File: src/rtl/uart_pkg.sv
`default_nettype none
// ============================================================================
// Module      : uart_pkg
// Description : Shared types and helpers for the UART core. Contains the TX
//               and RX state encodings, the parity-select constants and the
//               parity helper used by both engines.
// Ports       : none (package)
// Revision    : 1.0  initial release
// ============================================================================
package uart_pkg;

  // Widest frame payload the core supports. The parity helper works on
  // zero-extended data of this width; zero padding does not change the XOR.
  localparam int c_MAX_DATA_BITS = 9;

  // Parity select values, used as the 'odd' argument of parity_bit().
  localparam logic c_PARITY_EVEN = 1'b0;
  localparam logic c_PARITY_ODD  = 1'b1;

  typedef enum logic [2:0] {
    TX_IDLE   = 3'd0,
    TX_START  = 3'd1,
    TX_DATA   = 3'd2,
    TX_PARITY = 3'd3,
    TX_STOP   = 3'd4
  } tx_state_t;

  typedef enum logic [2:0] {
    RX_IDLE   = 3'd0,
    RX_START  = 3'd1,
    RX_DATA   = 3'd2,
    RX_PARITY = 3'd3,
    RX_STOP   = 3'd4
  } rx_state_t;

  // Parity bit to transmit (or expect) for a data word.
  function automatic logic parity_bit(input logic [c_MAX_DATA_BITS-1:0] data,
                                      input logic                       odd);
    return (^data) ^ odd;
  endfunction

endpackage
`default_nettype wire

File: src/rtl/uart_baud_gen.sv
`default_nettype none
// ============================================================================
// Module      : uart_baud_gen
// Description : Free-running oversample tick generator. The counter runs
//               0..baud_div and produces a one-cycle tick on the wrap cycle,
//               so the tick period is baud_div+1 clocks.
// Ports       : clk      - system clock
//               rst      - asynchronous reset, active low
//               baud_div - clocks per tick minus one
//               tick     - one-cycle oversample strobe
// Revision    : 1.0  initial release
// ============================================================================
module uart_baud_gen #(
  parameter int DIV_WIDTH = 16
) (
  input  logic                 clk,
  input  logic                 rst,
  input  logic [DIV_WIDTH-1:0] baud_div,
  output logic                 tick
);

  logic [DIV_WIDTH-1:0] r_count;
  logic                 w_wrap;

  // '>=' rather than '==' so that lowering baud_div below the current count
  // wraps on the next cycle instead of running all the way round.
  assign w_wrap = (r_count >= baud_div);
  assign tick   = w_wrap;

  always_ff @(posedge clk or negedge rst) begin
    if (!rst) begin
      r_count <= '0;
    end else if (w_wrap) begin
      r_count <= '0;
    end else begin
      r_count <= r_count + 1'b1;
    end
  end

endmodule
`default_nettype wire

File: src/rtl/uart_core.sv
`default_nettype none
// ============================================================================
// Module      : uart_core
// Description : Full-duplex UART. Independent TX and RX engines share one
//               oversample tick; valid/ready handshakes on both bus sides and
//               per-frame parity/framing flags plus a sticky overrun flag.
// Ports       : clk, rst (async, active low)
//               baud_div               - clocks per oversample tick minus one
//               tx_data/tx_valid/tx_ready - transmit handshake
//               tx                     - serial output, idle high
//               rx                     - serial input, asynchronous
//               rx_data/rx_valid/rx_ready - receive handshake
//               rx_parity_err, rx_frame_err - status of the frame in rx_data
//               rx_overrun             - sticky, a frame was dropped
// Revision    : 1.0  initial release
// ============================================================================
module uart_core
  import uart_pkg::*;
#(
  parameter int DATA_BITS  = 8,
  parameter int OVERSAMPLE = 16,
  parameter int DIV_WIDTH  = 16,
  parameter int PARITY_EN  = 0,
  parameter int PARITY_ODD = 0,
  parameter int STOP_BITS  = 1
) (
  input  logic                 clk,
  input  logic                 rst,
  input  logic [DIV_WIDTH-1:0] baud_div,
  input  logic [DATA_BITS-1:0] tx_data,
  input  logic                 tx_valid,
  output logic                 tx_ready,
  output logic                 tx,
  input  logic                 rx,
  output logic [DATA_BITS-1:0] rx_data,
  output logic                 rx_valid,
  input  logic                 rx_ready,
  output logic                 rx_parity_err,
  output logic                 rx_frame_err,
  output logic                 rx_overrun
);

  localparam int              c_TW             = $clog2(OVERSAMPLE + 1);
  localparam int              c_BW             = $clog2(c_MAX_DATA_BITS + 1);
  localparam logic [c_TW-1:0] c_TICK_LAST      = c_TW'(OVERSAMPLE - 1);
  localparam logic [c_TW-1:0] c_TICK_FULL      = c_TW'(OVERSAMPLE);
  localparam logic [c_TW-1:0] c_TICK_HALF_LAST = c_TW'(OVERSAMPLE / 2 - 1);
  localparam logic [c_BW-1:0] c_DATA_LAST      = c_BW'(DATA_BITS - 1);
  localparam logic [c_BW-1:0] c_STOP_LAST      = c_BW'(STOP_BITS - 1);
  localparam logic            c_PAR_SEL        = (PARITY_ODD != 0) ? c_PARITY_ODD : c_PARITY_EVEN;
  localparam logic            c_PAR_ON         = (PARITY_EN != 0);

  logic w_tick;

  uart_baud_gen #(
    .DIV_WIDTH (DIV_WIDTH)
  ) u_baud_gen (
    .clk      (clk),
    .rst      (rst),
    .baud_div (baud_div),
    .tick     (w_tick)
  );

  // --------------------------------------------------------------------------
  // Transmitter
  // --------------------------------------------------------------------------
  tx_state_t                  r_tx_state;
  tx_state_t                  w_tx_state_nx;
  logic [DATA_BITS-1:0]       r_tx_shift;
  logic                       r_tx_par;
  logic [c_TW-1:0]            r_tx_ticks;
  logic [c_BW-1:0]            r_tx_bits;
  logic                       w_tx_accept;
  logic                       w_tx_bit_end;
  logic                       w_tx_line;
  logic                       w_tx_ready;
  logic [c_MAX_DATA_BITS-1:0] w_tx_data_ext;

  always_comb begin
    w_tx_data_ext                = '0;
    w_tx_data_ext[DATA_BITS-1:0] = tx_data;
  end

  assign w_tx_accept = tx_valid && (r_tx_state == TX_IDLE);

  // START counts one extra tick: the first tick after accept only opens the
  // start bit (tx goes low), the following OVERSAMPLE ticks time its length.
  assign w_tx_bit_end = w_tick &&
                        ((r_tx_state == TX_START) ? (r_tx_ticks == c_TICK_FULL)
                                                  : (r_tx_ticks == c_TICK_LAST));

  always_ff @(posedge clk or negedge rst) begin
    if (!rst) begin
      r_tx_state <= TX_IDLE;
    end else begin
      r_tx_state <= w_tx_state_nx;
    end
  end

  always_comb begin
    w_tx_state_nx = r_tx_state;
    case (r_tx_state)
      TX_IDLE:   if (w_tx_accept)  w_tx_state_nx = TX_START;
      TX_START:  if (w_tx_bit_end) w_tx_state_nx = TX_DATA;
      TX_DATA:   if (w_tx_bit_end && (r_tx_bits == c_DATA_LAST))
                   w_tx_state_nx = c_PAR_ON ? TX_PARITY : TX_STOP;
      TX_PARITY: if (w_tx_bit_end) w_tx_state_nx = TX_STOP;
      TX_STOP:   if (w_tx_bit_end && (r_tx_bits == c_STOP_LAST))
                   w_tx_state_nx = TX_IDLE;
      default:   w_tx_state_nx = TX_IDLE;
    endcase
  end

  always_comb begin
    w_tx_line  = 1'b1;
    w_tx_ready = 1'b0;
    case (r_tx_state)
      TX_IDLE:   w_tx_ready = 1'b1;
      TX_START:  w_tx_line  = (r_tx_ticks == '0);
      TX_DATA:   w_tx_line  = r_tx_shift[0];
      TX_PARITY: w_tx_line  = r_tx_par;
      default:   w_tx_line  = 1'b1;
    endcase
  end

  assign tx       = w_tx_line;
  assign tx_ready = w_tx_ready;

  always_ff @(posedge clk or negedge rst) begin
    if (!rst) begin
      r_tx_shift <= '0;
      r_tx_par   <= 1'b0;
      r_tx_ticks <= '0;
      r_tx_bits  <= '0;
    end else if (r_tx_state == TX_IDLE) begin
      r_tx_ticks <= '0;
      r_tx_bits  <= '0;
      if (w_tx_accept) begin
        r_tx_shift <= tx_data;
        r_tx_par   <= parity_bit(w_tx_data_ext, c_PAR_SEL);
      end
    end else if (w_tick) begin
      if (w_tx_bit_end) begin
        r_tx_ticks <= '0;
        if (r_tx_state == TX_DATA) begin
          r_tx_shift <= r_tx_shift >> 1;
        end
        // r_tx_bits indexes data bits in DATA and stop bits in STOP; it is
        // cleared on every other bit boundary so each phase starts at zero.
        if (((r_tx_state == TX_DATA) && (r_tx_bits != c_DATA_LAST)) ||
            (r_tx_state == TX_STOP)) begin
          r_tx_bits <= r_tx_bits + 1'b1;
        end else begin
          r_tx_bits <= '0;
        end
      end else begin
        r_tx_ticks <= r_tx_ticks + 1'b1;
      end
    end
  end

  // --------------------------------------------------------------------------
  // Receiver
  // --------------------------------------------------------------------------
  rx_state_t                  r_rx_state;
  rx_state_t                  w_rx_state_nx;
  logic                       r_rx_meta;
  logic                       r_rx_sync;
  logic                       r_rx_prev;
  logic [DATA_BITS-1:0]       r_rx_shift;
  logic                       r_rx_par;
  logic [c_TW-1:0]            r_rx_ticks;
  logic [c_BW-1:0]            r_rx_bits;
  logic [DATA_BITS-1:0]       r_rx_data;
  logic                       r_rx_valid;
  logic                       r_rx_parity_err;
  logic                       r_rx_frame_err;
  logic                       r_rx_overrun;
  logic                       w_rx_fall;
  logic                       w_rx_sample;
  logic                       w_rx_data_sample;
  logic                       w_rx_par_sample;
  logic                       w_rx_stop_sample;
  logic                       w_rx_load;
  logic                       w_rx_handshake;
  logic [c_MAX_DATA_BITS-1:0] w_rx_shift_ext;

  always_comb begin
    w_rx_shift_ext                = '0;
    w_rx_shift_ext[DATA_BITS-1:0] = r_rx_shift;
  end

  // Two-flop synchroniser plus one history flop for falling-edge detection.
  // All reset to the idle-high line level so release never looks like a start.
  always_ff @(posedge clk or negedge rst) begin
    if (!rst) begin
      r_rx_meta <= 1'b1;
      r_rx_sync <= 1'b1;
      r_rx_prev <= 1'b1;
    end else begin
      r_rx_meta <= rx;
      r_rx_sync <= r_rx_meta;
      r_rx_prev <= r_rx_sync;
    end
  end

  assign w_rx_fall = r_rx_prev && !r_rx_sync;

  // Start bit is checked half a bit after the edge; every later sample lands
  // a full bit after the previous one, i.e. mid-bit.
  assign w_rx_sample = w_tick &&
                       ((r_rx_state == RX_START) ? (r_rx_ticks == c_TICK_HALF_LAST)
                                                 : (r_rx_ticks == c_TICK_LAST));

  always_ff @(posedge clk or negedge rst) begin
    if (!rst) begin
      r_rx_state <= RX_IDLE;
    end else begin
      r_rx_state <= w_rx_state_nx;
    end
  end

  always_comb begin
    w_rx_state_nx = r_rx_state;
    case (r_rx_state)
      RX_IDLE:   if (w_rx_fall)   w_rx_state_nx = RX_START;
      RX_START:  if (w_rx_sample) w_rx_state_nx = r_rx_sync ? RX_IDLE : RX_DATA;
      RX_DATA:   if (w_rx_sample && (r_rx_bits == c_DATA_LAST))
                   w_rx_state_nx = c_PAR_ON ? RX_PARITY : RX_STOP;
      RX_PARITY: if (w_rx_sample) w_rx_state_nx = RX_STOP;
      RX_STOP:   if (w_rx_sample) w_rx_state_nx = RX_IDLE;
      default:   w_rx_state_nx = RX_IDLE;
    endcase
  end

  always_comb begin
    w_rx_data_sample = 1'b0;
    w_rx_par_sample  = 1'b0;
    w_rx_stop_sample = 1'b0;
    case (r_rx_state)
      RX_DATA:   w_rx_data_sample = w_rx_sample;
      RX_PARITY: w_rx_par_sample  = w_rx_sample;
      RX_STOP:   w_rx_stop_sample = w_rx_sample;
      default:   w_rx_data_sample = 1'b0;
    endcase
  end

  assign w_rx_handshake = r_rx_valid && rx_ready;
  // A finished frame is delivered if the output slot is empty or being
  // emptied this very cycle; otherwise it is dropped.
  assign w_rx_load      = w_rx_stop_sample && (!r_rx_valid || rx_ready);

  always_ff @(posedge clk or negedge rst) begin
    if (!rst) begin
      r_rx_shift <= '0;
      r_rx_par   <= 1'b0;
      r_rx_ticks <= '0;
      r_rx_bits  <= '0;
    end else if (r_rx_state == RX_IDLE) begin
      r_rx_ticks <= '0;
      r_rx_bits  <= '0;
    end else if (w_tick) begin
      if (w_rx_sample) begin
        r_rx_ticks <= '0;
        if (w_rx_data_sample) begin
          // LSB arrives first, so shift in from the top.
          r_rx_shift <= {r_rx_sync, r_rx_shift[DATA_BITS-1:1]};
          r_rx_bits  <= (r_rx_bits == c_DATA_LAST) ? '0 : r_rx_bits + 1'b1;
        end
        if (w_rx_par_sample) begin
          r_rx_par <= r_rx_sync;
        end
      end else begin
        r_rx_ticks <= r_rx_ticks + 1'b1;
      end
    end
  end

  always_ff @(posedge clk or negedge rst) begin
    if (!rst) begin
      r_rx_data       <= '0;
      r_rx_valid      <= 1'b0;
      r_rx_parity_err <= 1'b0;
      r_rx_frame_err  <= 1'b0;
      r_rx_overrun    <= 1'b0;
    end else begin
      if (w_rx_load) begin
        r_rx_data       <= r_rx_shift;
        r_rx_valid      <= 1'b1;
        r_rx_parity_err <= c_PAR_ON && (r_rx_par != parity_bit(w_rx_shift_ext, c_PAR_SEL));
        r_rx_frame_err  <= !r_rx_sync;
      end else if (w_rx_handshake) begin
        r_rx_valid <= 1'b0;
      end

      if (w_rx_stop_sample && !w_rx_load) begin
        r_rx_overrun <= 1'b1;
      end else if (w_rx_handshake) begin
        r_rx_overrun <= 1'b0;
      end
    end
  end

  assign rx_data       = r_rx_data;
  assign rx_valid      = r_rx_valid;
  assign rx_parity_err = r_rx_parity_err;
  assign rx_frame_err  = r_rx_frame_err;
  assign rx_overrun    = r_rx_overrun;

endmodule
`default_nettype wire

File: config.mk
export PLATFORM = sky130hd
export DESIGN_NAME = uart_core
export DESIGN_NICKNAME = d
export VERILOG_FILES = /design/src/rtl/uart_pkg.sv /design/src/rtl/uart_baud_gen.sv /design/src/rtl/uart_core.sv
export SDC_FILE = /design/constraint.sdc
export NUM_CORES = 1
export LEC_CHECK = 0
export CORE_UTILIZATION = 45
export DETAILED_ROUTE_END_ITERATION = 16
export GPL_ROUTABILITY_DRIVEN = 0
export GPL_TIMING_DRIVEN = 0
export HOLD_SLACK_MARGIN = 0.12
export PLACE_DENSITY = 0.69
export SYNTH_ARGS = -nofsm -noshare
export SYNTH_HDL_FRONTEND = slang
export SYNTH_SLANG_ARGS = --single-unit
File: constraint.sdc
create_clock -name clk -period 2.5 [get_ports clk]
set_clock_uncertainty 0.2 [all_clocks]
set_input_delay 0.375 -clock clk [delete_from_list [all_inputs] [get_ports clk]]
set_output_delay 0.375 -clock clk [all_outputs]
set_load 0.05 [all_outputs]
### Word-level counts from Yosys, hierarchy flattened

Cells that the tools add are included.

| storage, ports and cells | value |
|---|---|
| register bits | 71 |
| latch bits | 0 |
| bits in writable memories | 0 |
| ROM bits | 0 |
| input bits | 29 |
| memories kept | 0 |

| operators by class | value |
|---|---|
| add/subtract/negate cells | 5 |
| multipliers | 0 |
| divide/modulo/power cells | 0 |
| order comparisons | 1 |
| eq/ne operators | 25 |
| shifts and indexed selects | 0 |
| muxes and demuxes | 43 |
| bitwise gates (word level) | 1 |
| reductions and logical operators | 36 |

Operator list:

| cell | count |
|---|---|
| $mux W8 | 5 |
| $mux W4 | 9 |
| $mux W3 | 10 |
| $mux W5 | 6 |
| $pmux W3 S5 | 2 |
| $ne A2 B2 Y1 const B | 10 |
| $add A16 B1 Y16 const B | 1 |
| $ge A16 B16 Y1 | 1 |
| $mux W16 | 1 |
| $reduce_bool A2 Y1 | 8 |
| $eq A3 B2 Y1 const B | 4 |
| $logic_and A1 B1 Y1 | 11 |
| $add A5 B1 Y5 const B | 2 |
| $eq A5 B4 Y1 const B | 2 |
| $reduce_and A5 Y1 | 2 |
| $reduce_xor A9 Y1 | 1 |
| $add A4 B1 Y4 const B | 2 |
| $eq A4 B3 Y1 const B | 2 |
| $mux W1 | 8 |
| $reduce_and A4 Y1 | 2 |
| $eq A3 B1 Y1 const B | 2 |
| $eq A3 B3 Y1 const B | 2 |
| $logic_not A3 Y1 | 2 |
| $eq A5 B3 Y1 const B | 1 |
| other kinds (11) | 15 |

### Depth between registers and ports, before layout

| depth | value |
|---|---|
| word-level depth | 8 |
| gate-level depth with buffers | 10 |

### By module

From an unflattened synthesis, not the netlist that was laid out.

| unflattened totals | value |
|---|---|
| cells, all modules | 393 |
| area, all modules | 3900.0 um2 |

Modules (own cells, without submodules):

| module | times used | cells each | area each (um2) |
|---|---|---|---|
| uart_core | 1 | 268 | 2792.7 |
| uart_baud_gen | 1 | 125 | 1107.3 |

### Worst setup path before layout

Ideal clock, no wire load.

| timing | value |
|---|---|
| kind | input to register |
| start point | input baud_div[15] |
| end point | register r_rx_ticks[3] |
| setup time | 0.078 ns |
| arrival | 2.219 ns |
| required time | 2.222 ns |
| setup slack | 0.003 ns |
| cell stages on the path | 9 |
| path buffers | 1 |
| cell sequence | inv_1 > ha_1 > nand4_1 > nor4_1 > a22oi_1 > and2_1 > clkbuf_1 > or4_1 > a21oi_1 |

| between the ends | value |
|---|---|
| cells in the longest elaborated chain, start to end | 5 |
| elaborated cells between the ends (all ways) | 6 |
| classes of those cells | 1 x order compare; 3 x mux; 2 x reduce/logical |

RTL lines:

| element | line | RTL |
|---|---|---|
| from (decl) | uart_core.sv:29 | `input logic [DIV_WIDTH-1:0] baud_div,` |
| $ge A16 B16 Y1 (*) | uart_baud_gen.sv:27 | `assign w_wrap = (r_count >= baud_div);` |
| $logic_and A1 B1 Y1 | uart_core.sv:211 | `assign w_rx_sample = w_tick &&` |
| $mux W5 | uart_core.sv:263 | `if (w_rx_sample) begin` |
| $mux W5 | uart_core.sv:262 | `end else if (w_tick) begin` |
| $mux W5 | uart_core.sv:259 | `end else if (r_rx_state == RX_IDLE) begin` |
| to (signal assigned) | uart_core.sv:274 | `r_rx_ticks <= r_rx_ticks + 1'b1;` |
| to (decl) | uart_core.sv:172 | `logic [c_TW-1:0] r_rx_ticks;` |

Mark *: on every way between the ends. The rest lies on a longest branch, timed or not. The select of a mux whose other input is x is not followed.
A chain may end at the register's enable or synchronous reset.

### Worst setup path after layout

| timing | value |
|---|---|
| start point | register u_baud_gen.r_count[12] |
| end point | register r_tx_ticks[0] |

| between the ends | value |
|---|---|
| cells in the longest elaborated chain, start to end | 5 |
| elaborated cells between the ends (all ways) | 6 |
| classes of those cells | 1 x order compare; 3 x mux; 2 x reduce/logical |

RTL lines:

| element | line | RTL |
|---|---|---|
| from (decl) | uart_baud_gen.sv:22 | `logic [DIV_WIDTH-1:0] r_count;` |
| from (signal assigned) | uart_baud_gen.sv:36 | `r_count <= r_count + 1'b1;` |
| $ge A16 B16 Y1 (*) | uart_baud_gen.sv:27 |  |
| $logic_and A1 B1 Y1 | uart_core.sv:88 | `assign w_tx_bit_end = w_tick &&` |
| $mux W5 | uart_core.sv:143 | `if (w_tx_bit_end) begin` |
| $mux W5 | uart_core.sv:142 | `end else if (w_tick) begin` |
| $mux W5 | uart_core.sv:135 | `end else if (r_tx_state == TX_IDLE) begin` |
| to (signal assigned) | uart_core.sv:157 | `r_tx_ticks <= r_tx_ticks + 1'b1;` |
| to (decl) | uart_core.sv:71 | `logic [c_TW-1:0] r_tx_ticks;` |

Marked as above.

==> flow_summary.toml <==
[route]
vias_per_cell = 5.43
ant_nets = 0
drt-initial-drc-count = 128
drcViolationCount = 0
totalWireLength_microns = 8110
wl_per_cell_microns = 14.2
dr_total_vias = 3099
drt_pass1_iterations = 4

[layout]
synthToLayoutAreaGrowth_pct = 28.4
final-seq-area_sq_mm = 0.00179
antenna_cells = 0
drive_above_1_share_pct = 24.5
fin_cells = 571
fill_cells = 703
multiInputGateArea_sq_mm = 0.00209
nets = 513

[synth]
synth-simple-area-share_pct = 17.9
synth.area.mux_share_pct = 5.98
synth_edf_count = 0
yosysSeqAreaShare_pct = 46.0
syn_area_sq_mm = 0.00387
ys_types = 50
ys.flop_type = "dfrtp_1"
ys_ff_latch = 71
synth.avg_cell_area_sq_um = 9.95
synth_top_family_by_area = "simple AND/OR/NAND/NOR gates"
synth_cells = 389
synthArstFlopShare_pct = 100
synth_xor_area_share_pct = 4.75
synthAdderAreaFrac_pct = 7.44
synth_compound_area_share_pct = 13.0
yosys_warnings = 0
syn_nets = 441

[place]
dp.final_hpwl_microns = 5280
io_buffers = 40
dpl.cell_count = 534

[timing]
worst_slew_pin_slew_ns = 0.891
fmax_mhz = 379
finalWorstSetupSlack_ns = -0.139
hold_viol = 0
slew_violations = 0
fin_crit_ns = 2.64
slew_headroom_pct = 40.6
setup_violations = 38
rsz0062_at_grt = "yes"
layout_worst_path_cycle_share_pct = 106

[clocking]
cts_made_buffers = 9
cts_tree = "yes"
cts.sinks = 71
clock-root-buffer = "clkbuf_8"
clk_latency_ns = 0.34
htree_levels = 3
clk_pin_slew_ns = 0.08
clockBufferDepth = 2

[critical_path]
cp-start-kind = "register"
required_ns = 2.54
criticalPathCategory = "reg -> reg"
critPathMaxFanout = 10
critPathCaptureType = "register"
crit_arrival_ns = 2.68

[global_route]
antenna_found_initial = 0
grt_max_degree = 72
grt_first_pass_wirelength_microns = 13400
overflow = 0
track_usage_pct = 19.3
grt_pass1_vias = 2980

[power_and_ir_drop]
ir_drop_v = 0.000406
p_leak_nw = 2.26
p_per_area_mw_per_mm2 = 604
finalPower_w = 0.00300

[floorplan]
fp.dieH_microns = 94.7
fp.coreArea_sq_mm = 0.00826
start_util_pct = 46.8
fp-row-count = 33
ioPinCount = 43
dieArea_sq_mm = 0.00897
die_width_microns = 94.7

[status]
outcome = "complete, but fails checks"
violations = "setup timing"

[flow_run]
drv_cap = 0

[worst_hold_path]
hp-class = "reg -> reg"
-- Yosys cell counts, types with 3 or more instances --
master     n  area share (%)
a21oi_1   36             4.7
a32o_1     3            0.78
and2_1     5            0.81
and3_1     7             1.1
buf_2      4            0.52
buf_6      3            0.87
clkbuf_1   3            0.29
dfrtp_1   68              44
dfstp_2    3             2.0
ha_1      23             7.4
inv_1     27             2.6
mux2_2    17             4.9
mux2i_1    4             1.0
nand2_1   32             3.1
nand3_1   14             1.8
nand4_1   12             1.9
nor2_1    29             2.8
nor2b_1    6            0.97
nor3_1     6            0.78
nor3b_1    3            0.58
o21ai_0   15             1.9
o22ai_1    6            0.97
o31ai_1    4            0.78
or3_1      7             1.1
xnor2_1   14             3.2
xor2_1     7             1.6
-- kinds of logic after synthesis --
group,Yosys count
other cells,1
xor+xnor,21
mux,21
fa+ha+maj,23
compound gates,79
flops,71
buf+inv,40
simple gates,133
-- sequential cells by signal, indices dropped and copies added (netlist names) --
name                count
rx_valid                1
r_rx_shift              8
r_rx_sync               1
r_rx_state              3
r_tx_par                1
r_tx_state              3
r_rx_bits               4
u_baud_gen.r_count     16
rx_data                 8
r_rx_ticks              5
r_rx_meta               1
r_tx_ticks              5
r_tx_bits               4
r_rx_prev               1
rx_overrun              1
r_tx_shift              8
rx_frame_err            1
-- final cells by class --
type / instances / area share (%)
clock buffer: 9 / 2.49
tap: 105 / 2.64
multi-input combinational: 278 / 42.0
sequential: 71 / 36.0
buffer: 12 / 1.86
timing repair buffer: 62 / 11.5
clock inverter: 7 / 1.49
inverter: 27 / 2.04
-- critical path, stage by stage (launching register included) --
cell	delay (ns)
dfrtp_1	0.42
ha_1	0.30
nand4_1	0.18
buf_6	0.15
nor2_2	0.05
nor4_4	0.37
nand2_2	0.21
buf_4	0.23
or3_1	0.35
o31ai_1	0.08
-- stage by stage --
step | hold WS, ns | util, % | setup TNS, ns | cell area (sq um) | worst slack (ns)
2_1_floorplan | -0.121 | - | 0 | 3870 | 0.00307
3_3_place_gp | 0.146 | 53.3 | -178.26 | 4400 | -1.61
3_5_place_dp | 0.150 | 53.3 | -70.03 | 4400 | -1.19
4_1_cts | 0.155 | 58.4 | -2.09 | 4820 | -0.102
5_1_grt | 0.155 | 60.2 | -8.83 | 4970 | -0.246
6_report | 0.156 | 60.2 | -2.57 | 4970 | -0.139
-- final timing paths --
kind | endpoint | depth (start not counted) | start | slack [ns]
max | r_tx_ticks[0] | 9 | u_baud_gen.r_count[12] | -0.14
min | r_rx_sync | 0 | r_rx_meta | 0.16
max reg2reg | r_tx_ticks[0] | 9 | u_baud_gen.r_count[12] | -0.14
min reg2reg | r_rx_sync | 0 | r_rx_meta | 0.16
max in group asynchronous | r_tx_state[1] | 2 | rst | 0.99
min in group asynchronous | u_baud_gen.r_count[7] | 2 | rst | 0.50
-- metal layers --
layer	track usage, %	vias to the layer above	share of wire (%)
met2	33.8	39	51
li1	-	1524	-
met4	7.32	0	1.4
met1	23.9	1525	45
met5	0	-	0
met3	3.06	11	2.3
-- timing repair --
action                                 in CTS  in global routing
gates cloned                                1                  0
endpoints found under the hold margin      69                  0
pin swaps                                  17                  2
setup buffers                              10                  9
hold buffers                                2                  0
resized for setup                          49                 20
setup endpoints to repair                  68                 63
-- report_power, final --
part	internal [W]	switching, W	leakage (nW)
logic	0.000312	0.000341	1.22
clock network	0.000462	0.000450	0.0992
registers	0.00127	0.000159	0.937
-- layout by cell type (no fill, tap or decap), types with 7 or more instances in the layout --
cell,netlist,final
ha_1,23,17
dlygate4sd2_1,0,8
xnor2_1,14,14
buf_4,2,24
xor2_1,7,7
clkbuf_8,0,9
a21oi_1,36,33
or3_1,7,7
nand3_1,14,13
inv_1,27,21
nor2_1,29,28
clkdlybuf4s50_1,0,29
nand4_1,12,12
and3_1,7,7
mux2_2,17,13
o21ai_0,15,15
nand2_1,32,31
dfrtp_1,68,63
(Power assumes the default switching activity.)
==> RTL change, RTL diff (config.mk and constraints unchanged) <==
`DATA_BITS`: 8 -> 9.
--- a/src/rtl/uart_core.sv
+++ b/src/rtl/uart_core.sv
@@ -19,3 +19,3 @@
 #(
-  parameter int DATA_BITS  = 8,
+  parameter int DATA_BITS  = 9,
   parameter int OVERSAMPLE = 16,
Ports: changed (resized rx_data and tx_data); port bits go from 43 to 45. No check against the original RTL was run, so the function may have changed too.
==> RTL change against the original RTL <==
The flow still finishes with violations (negative setup slack). Total power is 17% higher. Sequential cell count is 3 higher. Worst setup slack got worse by 0.36 ns. Sequential share of layout area is 2.9 points lower. Clock power about the same. Worst hold slack improved by 0.00069 ns. Routed wire length increased by 17%. Synthesized cell count is 4.6% higher. Synthesized area grew 4.4%. Global-route usage rose by 0.63 points. Largest cell class unchanged. Highest routed layer unchanged. Cell area up 14%.
==> RTL change: results <==
set metrics [dict create \
    wl_met1_um 4309 \
    tns_ns -18.50 \
    drt_iter0_markers 115 \
    use_met3_pct 3.396 \
    synth_nets 461 \
    crit_arrival_ns 3.02 \
    postCtsHoldBufs 1 \
    viasPerCell 5.390 \
    worst_slew_pin_slew_ns 1.267 \
    synth_cell_types 61 \
    route.met3.wl_um 292 \
    worst_slack_ns -0.5002 \
    place_area_mm2 0.004676 \
    r2r_start "u_baud_gen.r_count[13]" \
    violations "negative setup slack" \
    status "complete, but fails checks" \
    critPathTopFamily "compound AO/OA/AOI/OAI gates" \
    comb_cell_power_w 0.00103 \
    dp_hpwl_um 5684 \
    synth_area_per_cell_um2 9.927 \
    synthTopCellsByArea "dfrtp_1 44%, ha_1 7.4%, mux2_2 7.2%, nand2_1 4.6%, xnor2_1 3.5%" \
    r2r_setup_slack_ns -0.50 \
    cts-resized-gates 94 \
    cp_max_fo 8 \
    grt_max_degree 59 \
    p_leak_nw 2.590 \
    synth_common_cells "71 x dfrtp_1, 50 x nand2_1, 32 x inv_1, 32 x nor2_1, 26 x mux2_2" \
    yosysSeqAreaShare_pct 45.93 \
    place_inst 559 \
    setup_viol 69 \
    crit_end "r_tx_shift[6]" \
    grt_use_met1_pct 26.14 \
    regArea_mm2 0.001864 \
]
## RTL change: changes by cell type in the layout (fill, tap and decap cells not counted), sizes merged, moves of 6 or more
| cell | before | now |
|---|---|---|
| mux2 | 17 | 28 |
| a21oi | 37 | 14 |
| buf | 32 | 48 |
| nand2 | 33 | 50 |
| o22ai | 8 | 2 |
| nand4 | 12 | 2 |
| o21ai | 15 | 8 |
| nand3 | 16 | 24 |
## RTL change: kinds of logic after synthesis
| logic type | synth area share (%) |
|---|---|
| AO/OA/AOI/OAI | 10.59 |
| AND/OR/NAND/NOR | 17.62 |
| XOR/XNOR | 5.853 |
| buffers and inverters | 4.429 |
| adder cells (fa/ha/maj) | 7.433 |
| flip-flops | 45.93 |
| multiplexers | 8.052 |
| other | 0.09282 |
## RTL change: final cells by class
class,instances,area share (%)
Clock buffer,9,2.196
Multi-Input combinational cell,288,42.46
Buffer,10,1.797
Inverter,33,2.218
Tap cell,108,2.396
Sequential cell,74,33.05
Clock inverter,7,1.242
Timing Repair Buffer,84,14.64
